## src/rtl/pipe_addsub_pkg.sv

```systemverilog
// Shared constants and helpers for the pipelined add/subtract datapath.
package pipe_addsub_pkg;

   // Upper bound on WIDTH for the constant helper functions below
   localparam int unsigned MAX_W = 1024;

   // Width of one pipeline slice
   function automatic int unsigned slice_w(input int unsigned width, input int unsigned stages);
      return width / stages;
   endfunction

   // Legal geometry: nonzero stage count that divides the width evenly
   function automatic bit geometry_ok(input int unsigned width, input int unsigned stages);
      return (stages != 0) && (width != 0) && (width <= MAX_W) && ((width % stages) == 0);
   endfunction

   // Most positive signed value, 0111..1
   function automatic logic [MAX_W-1:0] sat_pos(input int unsigned width);
      return (MAX_W'(1) << (width - 1)) - MAX_W'(1);
   endfunction

   // Most negative signed value, 1000..0
   function automatic logic [MAX_W-1:0] sat_neg(input int unsigned width);
      return MAX_W'(1) << (width - 1);
   endfunction

endpackage

```

## src/rtl/pipe_addsub_if.sv

```systemverilog
// Operand/result handshake bundle for pipe_addsub.
interface pipe_addsub_if #(
   parameter int unsigned WIDTH = 8
);
   logic             in_valid;
   logic             in_ready;
   logic [WIDTH-1:0] a;
   logic [WIDTH-1:0] b;
   logic             ci;
   logic             sub;
   logic             out_valid;
   logic             out_ready;
   logic [WIDTH-1:0] S;
   logic             cout;
   logic             ovf;

   // Operand source and result consumer side
   modport master (
      output in_valid, a, b, ci, sub, out_ready,
      input  in_ready, out_valid, S, cout, ovf
   );

   // Datapath side
   modport slave (
      input  in_valid, a, b, ci, sub, out_ready,
      output in_ready, out_valid, S, cout, ovf
   );
endinterface

```

## src/rtl/pipe_addsub_slice.sv

```systemverilog
// Combinational W-bit ripple full-adder chain used by each pipeline slice.
module addsub_slice #(
   parameter int unsigned W = 4
) (
   input  logic [W-1:0] x,
   input  logic [W-1:0] y,
   input  logic         cin,
   output logic [W-1:0] s,
   output logic         co,
   output logic         c_msb_in
);
   logic [W:0] c;

   // Ripple the carry bit by bit through full adders
   always_comb begin
      c    = '0;
      s    = '0;
      c[0] = cin;
      for (int i = 0; i < int'(W); i++) begin
         s[i]   = x[i] ^ y[i] ^ c[i];
         c[i+1] = (x[i] & y[i]) | (c[i] & (x[i] ^ y[i]));
      end
   end

   assign co       = c[W];
   assign c_msb_in = c[W-1];
endmodule

```

## src/rtl/pipe_addsub.sv

```systemverilog
// Pipelined add/subtract: WIDTH-bit ripple add split into STAGES registered slices.
// Optional PIPE_ADDSUB_SAT_EN: saturate S to the signed limit on overflow.
module pipe_addsub
   import pipe_addsub_pkg::*;
#(
   parameter int unsigned WIDTH  = 8,
   parameter int unsigned STAGES = 2
) (
   input logic          clk,
   input logic          rst,
   pipe_addsub_if.slave bus
);
   localparam int unsigned SW   = slice_w(WIDTH, STAGES);
   localparam int unsigned LAST = STAGES - 1;

   if (!geometry_ok(WIDTH, STAGES)) begin : g_bad_geometry
      $error("pipe_addsub: WIDTH must be a nonzero multiple of STAGES");
   end

`ifdef PIPE_ADDSUB_SAT_EN
   localparam logic [WIDTH-1:0] SAT_POS = WIDTH'(sat_pos(WIDTH));
   localparam logic [WIDTH-1:0] SAT_NEG = WIDTH'(sat_neg(WIDTH));
`endif

   // Per-stage token: acc holds finished sum slices below and untouched a-slices above
   logic [STAGES-1:0] vld;
   logic [STAGES-1:0] cy;
   logic              ovf_r;
   logic [WIDTH-1:0]  acc     [STAGES];
   logic [WIDTH-1:0]  opb     [STAGES];
   logic [WIDTH-1:0]  in_acc  [STAGES];
   logic [WIDTH-1:0]  in_b    [STAGES];
   logic [WIDTH-1:0]  nxt_acc [STAGES];
   logic [SW-1:0]     sl_s    [STAGES];
   logic              sl_cm   [STAGES];
   logic [STAGES-1:0] in_c;
   logic [STAGES-1:0] in_v;
   logic [STAGES-1:0] sl_co;
   logic [STAGES:0]   ld;

   // Stage inputs: port operands for stage 0, previous stage token otherwise
   always_comb begin
      in_acc[0] = bus.a;
      in_b[0]   = bus.sub ? ~bus.b : bus.b;
      in_c[0]   = bus.ci;
      in_v[0]   = bus.in_valid;
      for (int k = 1; k < int'(STAGES); k++) begin
         in_acc[k] = acc[k-1];
         in_b[k]   = opb[k-1];
         in_c[k]   = cy[k-1];
         in_v[k]   = vld[k-1];
      end
   end

   for (genvar k = 0; k < int'(STAGES); k++) begin : g_slice
      addsub_slice #(.W(SW)) u_slice (
         .x        (in_acc[k][k*SW +: SW]),
         .y        (in_b[k][k*SW +: SW]),
         .cin      (in_c[k]),
         .s        (sl_s[k]),
         .co       (sl_co[k]),
         .c_msb_in (sl_cm[k])
      );
   end

   // Splice each new sum slice into the token; saturate in the last stage
   always_comb begin
      for (int k = 0; k < int'(STAGES); k++) begin
         nxt_acc[k]             = in_acc[k];
         nxt_acc[k][k*SW +: SW] = sl_s[k];
      end
`ifdef PIPE_ADDSUB_SAT_EN
      // On overflow a' and b' share a sign, so a's MSB gives the true sign
      if (sl_cm[LAST] ^ sl_co[LAST]) begin
         nxt_acc[LAST] = in_acc[LAST][WIDTH-1] ? SAT_NEG : SAT_POS;
      end
`endif
   end

   // Load chain: a stage loads when empty or when its successor loads
   always_comb begin
      ld         = '0;
      ld[STAGES] = bus.out_ready;
      for (int k = int'(STAGES) - 1; k >= 0; k--) begin
         ld[k] = ~vld[k] | ld[k+1];
      end
   end

   // Stage registers; data only moves with a real token so S holds on bubbles
   always_ff @(posedge clk) begin
      if (rst) begin
         vld   <= '0;
         cy    <= '0;
         ovf_r <= 1'b0;
         for (int k = 0; k < int'(STAGES); k++) begin
            acc[k] <= '0;
            opb[k] <= '0;
         end
      end else begin
         for (int k = 0; k < int'(STAGES); k++) begin
            if (ld[k]) begin
               vld[k] <= in_v[k];
            end
            if (ld[k] && in_v[k]) begin
               acc[k] <= nxt_acc[k];
               opb[k] <= in_b[k];
               cy[k]  <= sl_co[k];
            end
         end
         if (ld[LAST] && in_v[LAST]) begin
            ovf_r <= sl_cm[LAST] ^ sl_co[LAST];
         end
      end
   end

   assign bus.in_ready  = ld[0];
   assign bus.out_valid = vld[LAST];
   assign bus.S         = acc[LAST];
   assign bus.cout      = cy[LAST];
   assign bus.ovf       = ovf_r;
endmodule
```

## src/flat_wrapper.sv

```systemverilog
// flat-port wrapper written by rule: the top's interface ports become plain ports
module pipe_addsub_flat import pipe_addsub_pkg::*;
#(
   parameter int unsigned WIDTH  = 8,
   parameter int unsigned STAGES = 2
)
  (clk, rst, bus_in_valid, bus_a, bus_b, bus_ci, bus_sub, bus_out_ready, bus_in_ready, bus_out_valid, bus_S, bus_cout, bus_ovf);
  pipe_addsub_if #(.WIDTH(WIDTH)) bus_i ();
  input logic clk;
  input logic rst;
  input wire logic [$bits(bus_i.in_valid)-1:0] bus_in_valid;
  input wire logic [$bits(bus_i.a)-1:0] bus_a;
  input wire logic [$bits(bus_i.b)-1:0] bus_b;
  input wire logic [$bits(bus_i.ci)-1:0] bus_ci;
  input wire logic [$bits(bus_i.sub)-1:0] bus_sub;
  input wire logic [$bits(bus_i.out_ready)-1:0] bus_out_ready;
  output wire logic [$bits(bus_i.in_ready)-1:0] bus_in_ready;
  output wire logic [$bits(bus_i.out_valid)-1:0] bus_out_valid;
  output wire logic [$bits(bus_i.S)-1:0] bus_S;
  output wire logic [$bits(bus_i.cout)-1:0] bus_cout;
  output wire logic [$bits(bus_i.ovf)-1:0] bus_ovf;
  assign bus_i.in_valid = bus_in_valid;
  assign bus_i.a = bus_a;
  assign bus_i.b = bus_b;
  assign bus_i.ci = bus_ci;
  assign bus_i.sub = bus_sub;
  assign bus_i.out_ready = bus_out_ready;
  assign bus_in_ready = bus_i.in_ready;
  assign bus_out_valid = bus_i.out_valid;
  assign bus_S = bus_i.S;
  assign bus_cout = bus_i.cout;
  assign bus_ovf = bus_i.ovf;
  pipe_addsub #(.WIDTH(WIDTH), .STAGES(STAGES)) u_core (.clk(clk), .rst(rst), .bus(bus_i));
endmodule
```

## config.mk

```make
export PLATFORM = sky130hd
export DESIGN_NAME = pipe_addsub_flat
export DESIGN_NICKNAME = d
export VERILOG_FILES = /design/src/rtl/pipe_addsub_pkg.sv /design/src/rtl/pipe_addsub_if.sv /design/src/rtl/pipe_addsub_slice.sv /design/src/rtl/pipe_addsub.sv /design/src/flat_wrapper.sv
export SDC_FILE = /design/constraint.sdc
export NUM_CORES = 1
export LEC_CHECK = 0
export CAP_MARGIN = 20
export CORE_UTILIZATION = 39
export CTS_CLUSTER_SIZE = 20
export DETAILED_ROUTE_END_ITERATION = 6
export GPL_TIMING_DRIVEN = 0
export PLACE_DENSITY = 0.72
export SLEW_MARGIN = 20
export SYNTH_ARGS = -nofsm -noshare
export SYNTH_HDL_FRONTEND = slang
export SYNTH_SLANG_ARGS = --single-unit
```

## constraint.sdc

```tcl
create_clock -name clk -period 4.1 [get_ports clk]
set_input_delay 1.23 -clock clk [delete_from_list [all_inputs] [get_ports clk]]
set_output_delay 1.23 -clock clk [all_outputs]
set_load 0.01 [all_outputs]
```

Word level (Yosys, flattened, before mapping)
Memories as Yosys holds them, arrays and structs flattened.
Cells that the tools add are included.
{"block": "totals", "mem_count": 2, "register_bits": 5, "out_inout_bits": 12, "mem_bits_rw": 32, "wordCells": 72, "mem_bits_ro": 0, "latchBits": 0}
{"name": "u_core.acc", "depth": 2, "word_bits": 8, "rd": 2, "rd_ports_with_merged_regs": 0, "write_ports": 2, "line_no": "pipe_addsub.sv:29", "rtl": "logic [WIDTH-1:0] acc [STAGES];"}
{"name": "u_core.opb", "depth": 2, "word_bits": 8, "rd": 1, "rd_ports_with_merged_regs": 0, "write_ports": 2, "line_no": "pipe_addsub.sv:30", "rtl": "logic [WIDTH-1:0] opb [STAGES];"}
{"block": "classes", "add_sub_neg": 0, "n_eq_ne": 0, "n_reduce_logical": 2, "bitwise": 50, "n_mux": 13, "n_div": 0, "n_shift": 0, "order_cmp": 0, "n_mul": 0}
{"cell": "8-bit 2-to-1 mux", "n": 5}
{"cell": "1-bit XOR", "n": 17}
{"cell": "1-bit AND", "n": 16}
{"cell": "1-bit OR", "n": 14}
{"cell": "1-bit 2-to-1 mux", "n": 8}
{"cell": "8-bit NOT", "n": 1}
{"cell": "1-bit logical AND", "n": 2}
{"cell": "1-bit NOT", "n": 2}

Longest topological paths before layout
{"block": "depth", "ltp_word": 11, "ltp_mapped": 11, "depth_no_buf": 10}

Cells and area by module
From an unflattened synthesis, not the netlist that was laid out.
{"block": "hier_totals", "cells_unflattened": 110, "area_unflattened_um2": 1361.3}
{"mod": "pipe_addsub", "seq_area_each_um2": 700.7, "area_per_inst_um2": 1141.1, "instances": 1, "cells_each": 86}
{"mod": "addsub_slice", "seq_area_each_um2": 0.0, "area_per_inst_um2": 110.1, "instances": 2, "cells_each": 12}

Least setup slack after synthesis
Ideal clock, no wire load.
{"block": "synth_timing", "path_kind": "input -> register", "start": "input port bus_sub", "end": "memory u_core.acc[0][3] (data pin)", "path_slack_ns": 0.764, "t_required_ns": 3.845, "path_stages": 10, "setup_ns": 0.255, "t_arrival_ns": 3.082, "path_cell_list": "buf_2 xnor2_1 fa_1 inv_1 fa_1 inv_1 fa_1 inv_1 fa_1 and2_1"}
{"item": "start, declared", "line_no": "flat_wrapper.sv:15", "rtl": "input wire logic [$bits(bus_i.sub)-1:0] bus_sub;"}
{"item": "end, declared", "line_no": "pipe_addsub.sv:29"}

Worst setup path in the final report
{"block": "layout_timing", "start": "input port bus_out_ready", "end": "output port bus_in_ready"}
{"block": "layout_via", "elab_chain_cells": 2}
{"item": "start, declared", "line_no": "flat_wrapper.sv:16", "rtl": "input wire logic [$bits(bus_i.out_ready)-1:0] bus_out_ready;"}
{"item": "1-bit OR (2 in series)", "line_no": "pipe_addsub.sv:85", "rtl": "ld[k] = ~vld[k] | ld[k+1];"}
{"item": "end, declared", "line_no": "flat_wrapper.sv:17", "rtl": "output wire logic [$bits(bus_i.in_ready)-1:0] bus_in_ready;"}
Every way passes these cells.

==> metrics.cfg <==
[finish]
layout_commonest_cell = clkdlybuf4s50_1
final_cell_mix = 31 x clkdlybuf4s50_1, 20 x edfxtp_1, 16 x inv_1
final_util_pct = 54.52
syn_to_final_growth_pct = 29.50
design_area_mm2 = 0.001719
final_nets = 174
diodes = 0
drive_gt1_share_pct = 16.08

[power_and_ir_drop]
p_leak_nw = 0.6846
pwr-share-comb_pct = 22.8
p_clk_share_pct = 19.7
p_per_area_mw_per_mm2 = 312.4
switching_share_pct = 23.61
switchingPower_mw = 0.1268
ir_worst_vdd_mv = 0.1355
pwr-share-seq_pct = 57.5
p_int_mw = 0.4103

[logic_synthesis]
synth-simple-area-share_pct = 12.54
synth_seq_cells = 25
syn_nets = 138
mappedNetlistArea_mm2 = 0.001328
netlist_instances = 108
muxShareOfSynthArea_pct = 0
synthXorXnorAreaFrac_pct = 5.938
synth_adder_area_share_pct = 12.06
yosysWarnings = 0
postSynthAreaPerCell_um2 = 12.29
synth_top_family_by_area = simple AND/OR/NAND/NOR gates
synth_compound_area_share_pct = 4.901
synth_seq_area_share_pct = 52.78
synth_cell_types = 26

[global_route]
grt_pass1_wl_um = 3036
grt_pass1_vias = 775
grt_antenna_before_repair = 0
grt_max_degree = 14
overflow = 0
track_usage_pct = 11.78

[die]
core_mm2 = 0.003153
die_w_um = 60.34
pin_count = 34
rows = 20
die_h_um = 60.34
initial_core_util_pct = 42.10
die_area_mm2 = 0.003641

[placement]
post-dp-hpwl_um = 1573
placed_cell_area_mm2 = 0.001693
place_congestion = 0.7548
portBuffers = 31

[route]
via_per_inst = 4.257
wl_per_cell_um = 10.09
ant_nets = 0
wirelength_um = 1886
num_vias = 796
drtIter0Drc = 5
dr.pass1.iters = 3
drc = 0

[clock_tree]
cts-root-buf = clkbuf_4
clockBufferDepth = 2
numCtsBuffers = 3
cts_resized = 0
cts_setup_buffers = 0
clock-sinks = 25
cts_hold_buf = 0
clk_latency_ns = 0.30
h-tree-depth = 1
cts_tree = built
cts.clk_slew.worst_paths_ns = 0.13

[worst_setup_path]
worst_setup_path_end_kind = output pin
cp-start-kind = input port
required_ns = 2.87
worst-setup-path-type = in -> out
ff2ff_path_depth = 10
cp_max_fo = 4
arrival_ns = 2.56

[timing]
fin_crit_ns = 3.787
fmax_mhz = 264.1
max_slew_margin_pct = 70.22
setup_viol = 0
period_share_pct = 92.37
hold_ws_ns = 0.5388
maxSlewViolCount = 0
worst_pin_slew_ns = 0.4466
rsz0062_at_grt = false
timing.setup.tns_ns = 0
fin_skew_ns = 0.002251
hold_viol = 0

[run]
maxCapViolations = 0

[run_status]
status = completed

[min_path]
min_path_cells = 2
hold_path_class = reg -> reg

-- worst paths after layout --
check / from / endpoint / slack, ns
setup / recovery: bus_out_ready / bus_in_ready / 0.31
hold / removal: u_core.cy[0]$_SDFFE_PP0P_ / u_core.cy[0]$_SDFFE_PP0P_ / 0.54
setup reg to reg: u_core.opb[0][4]$_SDFFCE_PN0P_ / u_core.bus.ovf$_SDFFE_PP0P_ / 1.77
hold reg to reg: u_core.cy[0]$_SDFFE_PP0P_ / u_core.cy[0]$_SDFFE_PP0P_ / 0.54
-- final cells by class --
cell class	count	area, µm²
Buffer	13	96.34
Inverter	16	60.06
Tap cell	44	55.05
Fill cell	296	1434
Sequential cell	25	700.7
Clock buffer	4	26.28
Timing Repair Buffer	31	310.3
Multi-Input combinational cell	54	470.5
-- power groups by stage --
stage | clock [mW] | sequential [mW] | combinational [mW]
2_1_floorplan | 0 | 0.313 | 0.0737
3_3_place_gp | 0 | 0.314 | 0.121
3_5_place_dp | 0 | 0.315 | 0.125
4_1_cts | 0.107 | 0.309 | 0.125
5_1_grt | 0.118 | 0.311 | 0.136
6_report | 0.106 | 0.309 | 0.122
-- sequential cells by signal, summed over array words and instances (netlist names) --
register	flops
u_core.acc	16
u_core.opb	4
u_core.vld	2
u_core.bus.ovf	1
u_core.cy	2
-- synthesized netlist by cell type, drive strengths merged --
cell type,n,area share [%]
and3b,1,0.94
or3,1,0.47
clkbuf,2,0.66
nand3,2,0.75
dfxtp,5,7.5
nor3,1,0.38
edfxtp,20,45
a21o,2,1.2
xor2,2,1.3
nand2b,1,0.47
o21ai,1,0.38
xnor2,7,4.6
a311oi,1,0.66
and2,12,5.7
inv,16,4.5
a21oi,5,1.9
buf,11,6.6
nor2,9,3.9
a21bo,1,0.75
fa,8,12
-- logic make-up (layout without fill, tap and decap cells) --
| logic type | after synthesis | after routing |
|---|---|---|
| adders and majority gates | 8 | 8 |
| xor gates and xnor gates | 9 | 9 |
| AOI/OAI and AO/OA | 10 | 10 |
| DFF | 25 | 25 |
| buffers and inverters | 29 | 64 |
| and+or+nand+nor | 27 | 27 |
-- per-stage QoR --
step | setup WS (ns) | power (mW) | instances
floorplan | 0.7636 | 0.3869 | 108
global placement | 0.3203 | 0.4346 | 183
detailed placement | 0.3047 | 0.4401 | 183
CTS | 0.3089 | 0.5416 | 187
global route | 0.2655 | 0.5660 | 187
finish | 0.3129 | 0.5371 | 187
-- critical path, cell delays in order --
cell             delay, ns
clkdlybuf4s50_1       0.47
and3b_4               0.21
inv_1                 0.10
clkdlybuf4s50_1       0.54
-- per-layer routing --
metal | part of all wire [%] | global-route usage, %
met1 | 39 | 10.94
met2 | 56 | 23.55
met3 | 3.5 | 1.279
met4 | 1.4 | 7.973
met5 | 0 | 0
Power figures use the tool's default switching activity.
